<file path="src/rtl/bcd_time_keeper.sv">
// bcd_time_keeper: 24-hour HH:MM:SS time-of-day engine in packed BCD.
// Ports: clk, rst (async, active-high), en, load_valid/load_time in;
//   load_ack, load_err, time_bcd, sec_tick, day_wrap,
//   digit_bcd and digit_sel (six-digit display scan) out.
module bcd_time_keeper #(
   parameter int TICKS_PER_SEC = 50_000_000,
   parameter int SCAN_DIV      = 50_000
) (
   input  logic        clk,
   input  logic        rst,
   input  logic        en,
   input  logic        load_valid,
   input  logic [23:0] load_time,
   output logic        load_ack,
   output logic        load_err,
   output logic [23:0] time_bcd,
   output logic        sec_tick,
   output logic        day_wrap,
   output logic [3:0]  digit_bcd,
   output logic [5:0]  digit_sel
);

   localparam int PW = (TICKS_PER_SEC > 1) ? $clog2(TICKS_PER_SEC) : 1;
   localparam int SW = (SCAN_DIV > 1) ? $clog2(SCAN_DIV) : 1;
   localparam logic [PW-1:0] P_LAST = PW'(TICKS_PER_SEC - 1);
   localparam logic [SW-1:0] S_LAST = SW'(SCAN_DIV - 1);

   logic [PW-1:0] presc;
   logic [SW-1:0] scan_cnt;
   logic [2:0]    idx;
   logic          tick;
   logic          load_ok;
   logic          wrap;
   logic [23:0]   time_inc;
   logic [3:0]    su, st, mu, mt, hu, ht;

   assign su = time_bcd[3:0];
   assign st = time_bcd[7:4];
   assign mu = time_bcd[11:8];
   assign mt = time_bcd[15:12];
   assign hu = time_bcd[19:16];
   assign ht = time_bcd[23:20];

   assign tick = en && (presc == P_LAST);

   // Range check of a requested load time
   always_comb begin
      load_ok = 1'b1;
      for (int i = 0; i < 6; i++) begin
         if (load_time[i*4 +: 4] > 4'd9) load_ok = 1'b0;
      end
      if (load_time[7:4] > 4'd5)   load_ok = 1'b0;
      if (load_time[15:12] > 4'd5) load_ok = 1'b0;
      if (load_time[23:20] > 4'd2) load_ok = 1'b0;
      if (load_time[23:20] == 4'd2 && load_time[19:16] > 4'd3)
         load_ok = 1'b0;
   end

   // Next-second value with the BCD carry ripple
   always_comb begin
      time_inc = time_bcd;
      wrap     = 1'b0;
      if (su != 4'd9) begin
         time_inc[3:0] = su + 4'd1;
      end else begin
         time_inc[3:0] = 4'd0;
         if (st != 4'd5) begin
            time_inc[7:4] = st + 4'd1;
         end else begin
            time_inc[7:4] = 4'd0;
            if (mu != 4'd9) begin
               time_inc[11:8] = mu + 4'd1;
            end else begin
               time_inc[11:8] = 4'd0;
               if (mt != 4'd5) begin
                  time_inc[15:12] = mt + 4'd1;
               end else begin
                  time_inc[15:12] = 4'd0;
                  if (ht == 4'd2 && hu == 4'd3) begin
                     time_inc[23:16] = 8'h00;
                     wrap = 1'b1;
                  end else if (hu == 4'd9) begin
                     time_inc[19:16] = 4'd0;
                     time_inc[23:20] = ht + 4'd1;
                  end else begin
                     time_inc[19:16] = hu + 4'd1;
                  end
               end
            end
         end
      end
   end

   // Time and prescaler. A load request (good or bad) takes the
   // cycle: a rejected load leaves prescaler and time untouched.
   always_ff @(posedge clk or posedge rst) begin
      if (rst) begin
         presc    <= '0;
         time_bcd <= 24'h000000;
         load_ack <= 1'b0;
         load_err <= 1'b0;
         sec_tick <= 1'b0;
         day_wrap <= 1'b0;
      end else begin
         load_ack <= 1'b0;
         load_err <= 1'b0;
         sec_tick <= 1'b0;
         day_wrap <= 1'b0;
         if (load_valid) begin
            if (load_ok) begin
               time_bcd <= load_time;
               presc    <= '0;
               load_ack <= 1'b1;
            end else begin
               load_err <= 1'b1;
            end
         end else if (tick) begin
            presc    <= '0;
            time_bcd <= time_inc;
            sec_tick <= 1'b1;
            day_wrap <= wrap;
         end else if (en) begin
            presc <= presc + 1'b1;
         end
      end
   end

   // Display scan, free-running
   always_ff @(posedge clk or posedge rst) begin
      if (rst) begin
         scan_cnt  <= '0;
         idx       <= 3'd0;
         digit_sel <= 6'b000001;
      end else if (scan_cnt == S_LAST) begin
         scan_cnt  <= '0;
         idx       <= (idx == 3'd5) ? 3'd0 : idx + 3'd1;
         digit_sel <= {digit_sel[4:0], digit_sel[5]};
      end else begin
         scan_cnt <= scan_cnt + 1'b1;
      end
   end

   always_comb begin
      digit_bcd = 4'd0;
      unique case (idx)
         3'd0:    digit_bcd = su;
         3'd1:    digit_bcd = st;
         3'd2:    digit_bcd = mu;
         3'd3:    digit_bcd = mt;
         3'd4:    digit_bcd = hu;
         3'd5:    digit_bcd = ht;
         default: digit_bcd = 4'd0;
      endcase
   end

endmodule
</file>
<file path="config.mk">
export PLATFORM = sky130hd
export DESIGN_NAME = bcd_time_keeper
export DESIGN_NICKNAME = d
export VERILOG_FILES = /design/src/rtl/bcd_time_keeper.sv
export SDC_FILE = /design/constraint.sdc
export NUM_CORES = 1
export LEC_CHECK = 0
export CAP_MARGIN = 20
export CORE_MARGIN = 3
export CORE_UTILIZATION = 25
export CTS_BUF_LIST = sky130_fd_sc_hd__clkbuf_8
export CTS_CLUSTER_DIAMETER = 80
export DETAILED_ROUTE_END_ITERATION = 7
export PLACE_DENSITY = 0.47
export SYNTH_ARGS = -nofsm -noshare
export SYNTH_HDL_FRONTEND = slang
export SYNTH_SLANG_ARGS = --single-unit
</file>
<file path="constraint.sdc">
create_clock -name clk -period 7.7 [get_ports clk]
set_input_delay 1.925 -clock clk [delete_from_list [all_inputs] [get_ports clk]]
set_output_delay 1.925 -clock clk [all_outputs]
set_load 0.01 [all_outputs]
</file>
# Word level (Yosys, flattened, before mapping)
# Index checks and enable logic that the tools add are counted.
# W data, S select, Z words.
# word_totals
regBits	79
latchBits	0
mem_bits_rw	0
romBits	0
inputBits	28
output_inout_bits	38
elab_cells	111
memories	0
# op_classes
add_sub_neg	9
mul	0
div	0
n_lt_le_gt_ge	10
eq_ne	20
shifts	0
mux	44
bitwise	0
reduce_logical	14
# op_table
operator	n
$mux W26	4
$mux W24	3
$mux W16	2
$add A26 B1 Y26 const B	1
$eq A26 B26 Y1 const B	1
$add A4 B1 Y4 const B	6
$gt A4 B4 Y1 const B	6
$mux W4	6
$pmux W4 S6	1
$mux W1	23
$mux W20	1
$add A16 B1 Y16 const B	1
$eq A16 B16 Y1 const B	1
$mux W8	2
$eq A4 B2 Y1 const B	3
$mux W12	1
$gt A4 B2 Y1 const B	2
$gt A4 B3 Y1 const B	2
$ne A2 B2 Y1 const B	4
$ne A4 B3 Y1 const B	2
$ne A4 B4 Y1 const B	2
$reduce_and A7 Y1	1
$eq A3 B2 Y1 const B	2
$eq A3 B3 Y1 const B	2
other kinds (14)	18

# Longest topological paths before layout
# Gate-level depths: netlist (run 1).
# logic_depth
word_depth	13
ltp_mapped	8
depth_no_buf	7

# Worst setup path after synthesis (run 1)
# No wires, ideal clock.
# synth_path
path_kind	input to register
start	in load_time[22]
end	reg presc[23]
setup_ns	0.078
t_arrival_ns	3.276
t_required_ns	7.622
setup_slack_ns	4.347
stages	6
n_path_buf	1
path_cell_list	nor4_4 and4_1 a21oi_2 buf_6 or4_1 a21oi_1
# synth_via
elab_chain_len	8
word_cells_on_any_way	11
cone_classes	2 x order compare; 2 x eq/ne; 5 x mux; 2 x reduce/logical
# synth_lines
item	line_no	text
start, declared	13	input logic [23:0] load_time,
$gt A4 B4 Y1	50	if (load_time[i*4 +: 4] > 4'd9) load_ok = 1'b0;
$mux W1	50	
$mux W1	52	if (load_time[7:4] > 4'd5) load_ok = 1'b0;
$mux W1	53	if (load_time[15:12] > 4'd5) load_ok = 1'b0;
$mux W1	54	if (load_time[23:20] > 4'd2) load_ok = 1'b0;
$mux W1 (*)	55	if (load_time[23:20] == 4'd2 && load_time[19:16] > 4'd3)
$ne A2 B1 Y1 (no source line) (*)	n/a	
$reduce_and A2 Y1 (no source line) (*)	n/a	
end signal, assigned	123	presc <= presc + 1'b1;
end, declared	28	logic [PW-1:0] presc;
# Mark *: on every way between the ends. The rest lies on a longest branch, timed or not.
# A chain may end at the register's enable or synchronous reset.

# Final worst setup path (run 1)
# layout_path
start	reg idx[0]
end	out digit_bcd[3]
# layout_via
elab_chain_len	2
word_cells_on_any_way	7
cone_classes	5 x eq/ne; 1 x mux; 1 x reduce/logical
# layout_lines
item	line_no	text
start, declared	30	logic [2:0] idx;
start signal, assigned	136	idx <= (idx == 3'd5) ? 3'd0 : idx + 3'd1;
$eq A3 B3 Y1, or another cell as far along	145	unique case (idx)
$pmux W4 S6 (*)	145	
end, declared	19	output logic [3:0] digit_bcd,
# Marked as above.

==> results.md, run 1 <==
* Status: complete, no violations
* Worst Reg-to-Reg Cells at 6
* Worst-path clk slew at 90 ps
* Post-route ant nets at 0
* Syn Area/Cell at 9.42 um2
* Port bufs at 65
* Initial Utilization at 0.256
* CP bufs+invs at 1
* Fillers at 1878
* Worst path slowest cell: dfrtp_1
* Unrepaired setup endpoints after global routing: no
* Clk root buf: clkbuf_8
* Largest net degree at the start of global routing at 70
* DR WL/cell at 18.3 um
* Area contributors post-synth: dfrtp_1, a21oi_1, nand3_1, o31ai_1, nand2_1
* Post-Synth XOR/XNOR Area at 0.0359
* Hold Fails Final Rpt at 0
* Sequential-to-total area share from yosys stat at 0.427
* Async S/R FF share, synth at 1.00
* Detail Placement HPWL at 10.2 mm
* Maximum VDD drop at 78.7 uV
* WL final at 14.3 mm
* Post-synthesis mux area share at 0.0505
* # setup viols final at 0
* Number of synthesized flops with an enable pin at 0
* CTS max path bufs at 2
* Fin nets at 580
* CP Launch Type: flip-flop
* Slew headroom at 0.330
* Core Footprint at 18100 um2
* Pre-CTS WS at 3100 ps
* Multi-input logic area at 2480 um2
* Worst Path Arrival at 2370 ps
* Layout Cells excl Fill at 779
* Area delta synth->final at 22.0%
* Count of different cell masters after synthesis at 66
* Post-synthesis simple-gate area fraction at 0.249
* Crit path depth at 3
* Detailed Route Iter0 Violations at 307
* Worst-Margin Slew at 1010 ps
* Avg Vias per Cell at 5.40
* Register area at 1980 um2
* H-tree Lvls at 3
* Met2 Use GR at 0.224
* First-pass DRT Iterations at 5
* Net Sw Power at 0.000294 W
* Post-CTS Setup Repair Bufs at 0
* Combinational Power Share at 0.155
* Initial antenna violation count at 0
* #FFs+latches synth at 79
* PostCTS Resize Cnt at 0
* CP Class: flip-flop to primary output
* Layout cell share with drive strength beyond 1 at 0.0709
* First-pass GRT wire length at 22.6 mm
* Final period util at 0.558
* Tmin final at 4290 ps
* Pwr Total at 0.000940 W
* Num CTS Buffers at 9
* Crit Path Max Fanout at 15
* Hold buffers post-CTS at 0
* Crit path to: digit_bcd[3]
* Reg2Reg Setup Slack at 4830 ps
* Setup_tns at 0 ps
* Int Power at 0.000645 W
* Synth Area in Compound Gates at 0.179
* Die Y at 142 um
* Pleak at 2.20 nW
* DRC viols at 0
* Clk_skew at 20.0 ps
* Setup ws final at 3410 ps
* Sequential share of power at 0.513
* RR Endpoint: presc[22]
* Area leader, netlist: dfrtp_1
* Yosys top cell area share at 0.421
* Cell Area, Synth at 4640 um2
* Critical path capture point type: primary output
* Adder-Cell Fraction of Synth Area at 0.0189
* Met1 GRT Util at 0.193
* Worst-skew pair later-pin latency at 380 ps
* RePlAce Congestion at 0.854
* Worst setup startpoint: idx[0]
* Vias at 4209
* GRT Util Overall at 0.142
* Slew Limit Fails at 0
* I/O pin count at 66
* Most Used Layer, Global Route: met2
* Hold crit path type: flip-flop to flip-flop
* Yosys warns at 0
* CTS tree: done
* Power per cell area at 166 nW/um2
* Net Sw Frac at 0.313
* Placed insts at 763
* Chip width at 142 um
* Core Rows at 49
* Ys flop type: dfrtp_1
* Total global routing overflow at 0
* Syn nets at 527
* Max Cap Violations at 0
* Synth Instances at 492
* Die ar. at 20200 um2
* Clk sinks at 79
* Clock power frac at 0.332
* Largest family of logic cells by synthesized area: simple AND/OR/NAND/NOR gates
* R2r startpoint: presc[0]
* Cell family with most CP delay: flip-flops
* Max Clk Rate at 233 MHz
* CP cell instances: mux4_2 -> a221o_1 -> clkdlybuf4s50_1
* Met3 usage at 0.0339
* # diodes at 0
* Max stage delay on crit path at 630 ps
* CP Data Required Time at 5780 ps
* Number of global-route vias before repair at 4094
-- cell families (layout without fill, tap and decap cells) --
logic type / after synthesis / in the layout
and+or+nand+nor: 199 / 199
AOI/OAI and AO/OA: 126 / 126
DFF: 79 / 79
buffers and inverters: 41 / 99
muxes: 21 / 21
xor gates and xnor gates: 19 / 19
adders and majority gates: 7 / 7
-- stage by stage --
step / util / instance area [um2] / hold slack (ps)
final: 0.313 / 5660 / 494
after global routing: 0.313 / 5660 / 519
after CTS: 0.313 / 5660 / 499
after detailed placement: 0.302 / 5470 / 485
after global placement: 0.302 / 5470 / 480
after floorplan: - / 4640 / 455
-- cell type report --
class / instances / area share
well taps: 229 / 0.0506
clock buffers: 11 / 0.0268
multi-input cells: 372 / 0.438
flip-flops and latches: 79 / 0.350
repair buffers: 68 / 0.118
clock inverters: 5 / 0.00686
inverters: 15 / 0.0102
-- worst min path at each step --
stage	startpoint	end	depth (start not counted)
after detailed placement	scan_cnt[0]	scan_cnt[0]	1
after CTS	scan_cnt[0]	scan_cnt[0]	1
final	scan_cnt[0]	scan_cnt[0]	1
after global placement	scan_cnt[0]	scan_cnt[0]	1
after global routing	scan_cnt[13]	scan_cnt[13]	1
after floorplan	scan_cnt[0]	scan_cnt[0]	1
-- cell usage after synthesis, drive strengths merged, types with 5 or more instances --
cell	count
ha	7
and4	5
nor3	13
o211ai	5
or3	12
buf	15
nand2	31
xnor2	6
nor4	5
or4	14
nor4b	7
nor2	28
mux2	9
mux2i	11
o21ai	21
nand3	31
nor2b	9
nand4	16
dfrtp	78
clkbuf	11
a21oi	44
and3	12
o31ai	16
xor2	13
inv	14
-- placed cells by master, fill, tap and decap left out, drive strengths merged, types with 6 or more instances in the layout --
master	synthesis	layout
dfrtp	78	78
nor2	28	28
a21oi	44	44
nand3	31	31
o31ai	16	16
xnor2	6	6
or3	12	12
nand2	31	31
inv	14	15
clkdlybuf4s50	0	64
ha	7	7
nand4	16	16
nor4b	7	7
nor2b	9	9
mux2i	11	11
or4	14	14
and3	12	12
o21ai	21	21
mux2	9	9
clkbuf	11	11
xor2	13	13
nor3	13	13
-- power by group through the flow --
stage	Combinational, W	Sequential [W]	Clock [W]
finish	0.000146	0.000482	0.000312
detailed placement	0.000147	0.000490	0
global route	0.000161	0.000487	0.000344
global placement	0.000145	0.000489	0
CTS	0.000148	0.000481	0.000325
floorplan	0.0000836	0.000475	0
-- registers in the layout, indices dropped and copies added, names as in the netlist --
| name | count |
|---|---|
| idx | 3 |
| digit_sel | 6 |
| day_wrap | 1 |
| load_err | 1 |
| sec_tick | 1 |
| load_ack | 1 |
| presc | 26 |
| time_bcd | 24 |
| scan_cnt | 16 |
-- per-layer routing --
| layer | share of wire | up-vias |
|---|---|---|
| met5 | 0 | - |
| li1 | - | 1981 |
| met1 | 0.44 | 2099 |
| met3 | 0.052 | 20 |
| met4 | 0.018 | 0 |
| met2 | 0.49 | 109 |
(Power assumes the default switching activity.)
==> run 2: changes to the inputs <==
--- a/config.mk
+++ b/config.mk
@@ -11,7 +11,7 @@
 export CTS_BUF_LIST = sky130_fd_sc_hd__clkbuf_8
 export CTS_CLUSTER_DIAMETER = 80
 export DETAILED_ROUTE_END_ITERATION = 7
-export PLACE_DENSITY = 0.47
+export PLACE_DENSITY = 0.48
 export SYNTH_ARGS = -nofsm -noshare
 export SYNTH_HDL_FRONTEND = slang
 export SYNTH_SLANG_ARGS = --single-unit
==> constraint.sdc (replaced) <==
create_clock -name clk -period 3.53 [get_ports clk]
set_input_delay 0.8825 -clock clk [delete_from_list [all_inputs] [get_ports clk]]
set_output_delay 0.8825 -clock clk [all_outputs]
set_load 0.01 [all_outputs]
==> run 2 against run 1 <==
Net effect:
- count of clock-buffer cells in the layout is 2 lower
- sequential power is 120% higher
- critical path depth stayed put
- first-iteration DRC count is 3.3% lower
- non-clock buffer count is 7 higher
- utilization is 0.64 points higher
- register-to-register slack worse by 3900 ps
- critical path type unchanged
- largest cell class unchanged
==> results.md, run 2 (synthesis gave the netlist of run 1 again) <==
* Status: complete, no violations
* CP Launch Type: flip-flop
* Critical path capture point type: primary output
* First-pass DRT Iterations at 5 (unchanged)
* Hold path start: scan_cnt[13]
* Initial Utilization at 0.256 (unchanged)
* Maximum VDD drop at 229 uV (+190%)
* Total global routing overflow at 0 (unchanged)
* Clk_skew at 9.93 ps (-10.1 ps)
* CP Data Required Time at 2650 ps (-3130 ps)
* Most frequent cells in the layout: dfrtp_1, clkdlybuf4s50_1, a21oi_1
* Setup_tns at 0 ps (unchanged)
* Detail Placement HPWL at 9.68 mm (-4.7%)
* Clk root buf: clkbuf_8
* # diodes at 0 (unchanged)
* Hold Fails Final Rpt at 0 (unchanged)
* Fin nets at 587 (+1.2%)
* Hold crit path type: flip-flop to flip-flop
* Num CTS Buffers at 9 (unchanged)
* Crit Path Max Fanout at 15 (unchanged)
* Chip width at 142 um (unchanged)
* Post-route ant nets at 0 (unchanged)
* Worst Path Arrival at 2390 ps (+20 ps)
* Max Clk Rate at 305 MHz
* GRT Util Overall at 0.136 (-0.00589)
* CP Class: flip-flop to primary output
* Worst-Margin Slew at 798 ps (-208 ps)
* Power per cell area at 382 nW/um2 (+130%)
* Vias at 4235 (+0.62%)
* Slew headroom at 0.466 (+0.136)
* CTS tree: done
* Largest net degree at the start of global routing at 80 (+14%)
* PostCTS Resize Cnt at 0 (unchanged)
* I/O pin count at 66 (unchanged)
* Register area at 1980 um2 (unchanged)
* RePlAce Congestion at 0.829 (-3.0%)
* Commonest non-fill, non-tap cell in the layout: dfrtp_1
* DR WL/cell at 17.3 um (-5.8%)
* Avg Vias per Cell at 5.39 (-0.28%)
* CTS max path bufs at 2 (unchanged)
* Pleak at 2.26 nW (+2.8%)
* H-tree Lvls at 3 (unchanged)
* Unrepaired setup endpoints after global routing: no
* Final Instance Area at 5770 um2 (+2.0%)
* Largest Register: presc
* Core Footprint at 18100 um2 (unchanged)
* Worst-skew pair later-pin latency at 370 ps (about the same)
* Regs by FF count: presc: 26 flops, time_bcd: 24 flops, scan_cnt: 16 flops
* Max Cap Violations at 0 (unchanged)
* Area delta synth->final at 24.5%
* DRC viols at 0 (unchanged)
* Reg2Reg Setup Slack at 950 ps (-3880 ps)
* Tmin final at 3270 ps
* Layout cell share with drive strength beyond 1 at 0.0808 (+0.00988)
* Port bufs at 65 (unchanged)
* Detailed Route Iter0 Violations at 297 (-3.3%)
* Post-Place Cell Area at 5530 um2 (+1.1%)
* Die Y at 142 um (unchanged)
* Number of global-route vias before repair at 4000 (-2.3%)
* WL final at 13.6 mm (-5.0%)
* Hold buffers post-CTS at 0 (unchanged)
* Multi-input logic area at 2470 um2 (-0.15%)
* Post-CTS Setup Repair Bufs at 0 (unchanged)
* Worst-path clk slew at 90 ps (about the same)
* # setup viols final at 0 (unchanged)
* Die ar. at 20200 um2 (unchanged)
* Initial antenna violation count at 0 (unchanged)
* First-pass GRT wire length at 22.2 mm (-2.0%)
* Final period util at 0.927
* Fillers at 1810 (-3.6%)
* Largest register FFs at 26 (unchanged)
* Core Rows at 49 (unchanged)
* Worst setup startpoint: idx[0]
* Clk sinks at 79 (unchanged)
* Slew Limit Fails at 0 (unchanged)
* R2r startpoint: presc[0]
==> run 2: path summary, 6_finish.rpt <==
path,endpoint,cells after the start
worst max-delay path,digit_bcd[3],3
worst min register to register,scan_cnt[13],1
min in group asynchronous,presc[4],3
worst min-delay path,scan_cnt[13],1
worst max register to register,time_bcd[14],6
max in group asynchronous,digit_sel[0],3
==> run 2: layer usage <==
layer / GRT usage / share of wire / routed length (um)
met4: 0.0313 / 0.013 / 175
met3: 0.0349 / 0.061 / 834
met2: 0.204 / 0.46 / 6200
met1: 0.197 / 0.47 / 6370
met5: 0 / 0 / 0
==> run 2: worst max-delay path: stages, from the launching register on <==
cell             delay, ps
dfrtp_1                650
mux4_2                 580
a221o_1                310
clkdlybuf4s50_1        480
==> run 2: final cells by class <==
class	count	area share
well taps	229	0.0496
clock inverters	7	0.0208
multi-input cells	372	0.428
clock buffers	9	0.0215
flip-flops and latches	79	0.343
repair buffers	75	0.127
inverters	15	0.00997
==> run 2: stage by stage <==
stage	total power, W	cells	hold slack, ps	setup WS, ps	utilization
2_1_floorplan	0.00122	492	455	626	-
3_3_place_gp	0.00138	770	475	376	0.306
3_5_place_dp	0.00138	770	490	330	0.306
4_1_cts	0.00224	786	505	237	0.319
5_1_grt	0.00233	786	525	169	0.319
6_report	0.00221	786	498	257	0.319
==> run 2: where the power goes <==
| part | switching (W) | leakage, nW | internal (W) |
|---|---|---|---|
| Sequential | 0.0000878 | 1.01 | 0.000958 |
| Combinational | 0.000165 | 1.12 | 0.000152 |
| Clock | 0.000372 | 0.120 | 0.000472 |
==> run 3: changes to the inputs <==
--- a/config.mk
+++ b/config.mk
@@ -6,7 +6,7 @@
 export NUM_CORES = 1
 export LEC_CHECK = 0
 export CAP_MARGIN = 20
-export CORE_MARGIN = 3
+export CORE_MARGIN = 1
 export CORE_UTILIZATION = 25
 export CTS_BUF_LIST = sky130_fd_sc_hd__clkbuf_8
 export CTS_CLUSTER_DIAMETER = 80
==> constraint.sdc (replaced) <==
create_clock -name clk -period 3.53 [get_ports clk]
set_input_delay 1.059 -clock clk [delete_from_list [all_inputs] [get_ports clk]]
set_output_delay 1.059 -clock clk [all_outputs]
set_load 0.01 [all_outputs]
==> run 3 against run 2 <==
Net effect:
- the flow now finishes with violations (DRC)
- via count is 0.59% higher
- maximum frequency is 2.7% lower
- sequential power hardly changed
- sequential share of layout area hardly changed
- count of clock-buffer cells in the layout stayed put
- final cell count is 0.64% higher
- clock power is 10% lower
- non-clock buffer count is 5 higher
- critical path depth is 2 higher
==> results.md, run 3 (synthesis gave the netlist of run 1 again) <==
* Status: complete, but fails checks
* Failing checks: DRC
* Chip width at 138 um (-2.8%)
* DRC viols at 6 (+6)
* Hold crit path type: flip-flop to flip-flop
* Total global routing overflow at 0 (unchanged)
* Largest net degree at the start of global routing at 80 (unchanged)
* PostCTS Resize Cnt at 0 (unchanged)
* Core Footprint at 18100 um2 (unchanged)
* Post-route ant nets at 0 (unchanged)
* CP cell instances: inv_1 -> nor2_1 -> a22oi_1 -> o221ai_1 -> clkdlybuf4s50_1
* Area delta synth->final at 24.6%
* Final Instance Area at 5780 um2 (+0.11%)
* Clk_skew at 10.7 ps (+0.754 ps)
* Hold path start: scan_cnt[0]
* RePlAce Congestion at 0.889 (+7.3%)
* Post-CTS Setup Repair Bufs at 0 (unchanged)
* Worst setup startpoint: idx[2]
* Die ar. at 19100 um2 (-5.5%)
* Maximum VDD drop at 204 uV (-11%)
* Port bufs at 65 (unchanged)
* Detailed Route Iter0 Violations at 308 (+3.7%)
* Max Cap Violations at 0 (unchanged)
* Initial antenna violation count at 0 (unchanged)
* Hold buffers post-CTS at 0 (unchanged)
* First-pass DRT Iterations at 7 (+2)
* Fin nets at 592 (+0.85%)
* CP Launch Type: flip-flop
* R2r startpoint: presc[16]
* Hold Fails Final Rpt at 0 (unchanged)
* Initial Utilization at 0.256 (unchanged)
* Num CTS Buffers at 9 (unchanged)
* Most frequent cells in the layout: dfrtp_1, clkdlybuf4s50_1, a21oi_1
* Crit Path Max Fanout at 11 (-4)
* Post-Place Cell Area at 5570 um2 (+0.68%)
* Number of global-route vias before repair at 4142 (+3.6%)
* H-tree Lvls at 3 (unchanged)
* GRT Util Overall at 0.152 (+0.0161)
* # setup viols final at 0 (unchanged)
* Setup_tns at 0 ps (unchanged)
* Avg Vias per Cell at 5.39 (about the same)
* Detail Placement HPWL at 9.98 mm (+3.2%)
* CTS max path bufs at 2 (unchanged)
* Commonest non-fill, non-tap cell in the layout: dfrtp_1
* Core Rows at 49 (unchanged)
* Vias at 4260 (+0.59%)
* Final period util at 0.953 (+0.0261)
* DR WL/cell at 17.7 um (+2.4%)
* Die Y at 138 um (-2.8%)
* Hold slack final at 484 ps (-13.9 ps)
* Final core utilization at 0.320 (+0.000345)
* Worst Path Arrival at 2310 ps (-80 ps)
* Tmin final at 3370 ps (+92.3 ps)
* Worst path slowest cell: dfrtp_1
* CP Data Required Time at 2470 ps (-180 ps)
* Clk sinks at 79 (unchanged)
* Slew headroom at 0.514 (+0.0480)
* Regs by FF count: presc: 26 flops, time_bcd: 24 flops, scan_cnt: 16 flops
* Power per cell area at 368 nW/um2 (-3.8%)
* Slew Limit Fails at 0 (unchanged)
* Largest Register: presc
* Critical path capture point type: primary output
* Max Clk Rate at 297 MHz (-2.7%)
* WL final at 14.0 mm (+3.0%)
* Worst-skew pair later-pin latency at 370 ps (about the same)
* I/O pin count at 66 (unchanged)
* Layout cell share with drive strength beyond 1 at 0.0872 (+0.00640)
* Clk root buf: clkbuf_8
* Worst-Margin Slew at 726 ps (-71.7 ps)
* CP Class: flip-flop to primary output
* Max stage delay on crit path at 590 ps (-60 ps)
* First-pass GRT wire length at 22.8 mm (+2.9%)
* Pleak at 2.27 nW (+0.51%)
* CTS tree: done
* Worst-path clk slew at 90 ps (about the same)
* Largest register FFs at 26 (unchanged)
* Unrepaired setup endpoints after global routing: no
* # diodes at 0 (unchanged)
[run 3: changes by cell type in the layout (fill, tap and decap cells not counted)]
cell / previous run / this run
inv_1: 13 / 14
clkinv_4: 1 / 0
clkinv_2: 2 / 3
clkinvlp_4: 1 / 2
bufinv_16: 3 / 2
buf_4: 9 / 14
inv_6: 1 / 0
[run 3: power by group]
group / switching, W / leakage (nW) / internal, W
Clock: 0.000363 / 0.106 / 0.000393
Sequential: 0.0000870 / 1.01 / 0.000958
Combinational: 0.000167 / 1.15 / 0.000155
Total: 0.000618 / 2.27 / 0.00151
[run 3: path summary, 6_finish.rpt]
kind                            slack, ps      endpoint  depth (start not counted)
min in group asynchronous            1080      presc[3]                          3
worst min register to register        480   scan_cnt[0]                          1
max in group asynchronous            2050  digit_sel[0]                          3
worst max register to register       1120  time_bcd[23]                          5
worst max-delay path                  160  digit_bcd[2]                          5
worst min-delay path                  480   scan_cnt[0]                          1
[run 3: cell type report]
cell class / count / area (um2)
clock inverter: 7 / 88.8
inverter: 15 / 57.6
multi-input combinational: 372 / 2470
timing repair buffer: 80 / 771
fill: 1861 / 12300
clock buffer: 9 / 124
sequential: 79 / 1980
tap: 229 / 287
[run 3: critical path: cells and delay by family, from the launching register on]
family | cells | cell delay [ps]
buffers and inverters | 2 | 700
flip-flops | 1 | 590
AO/OA/AOI/OAI | 2 | 400
AND/OR/NAND/NOR | 1 | 240
[run 3: stage by stage]
step,total power (W),setup WS [ps],instances
after floorplan,0.00122,449,492
after global placement,0.00138,246,775
after detailed placement,0.00139,170,775
after CTS,0.00216,141,791
after global routing,0.00224,26.1,791
final,0.00212,164,791
[run 3: metal layers]
metal,share of wire,track usage,wire [um],vias to the layer above
met5,0,0,0,-
met4,0.014,0.0479,196,0
met3,0.050,0.0357,696,14
met2,0.46,0.238,6450,115
met1,0.47,0.208,6640,2121
li1,-,-,-,2010
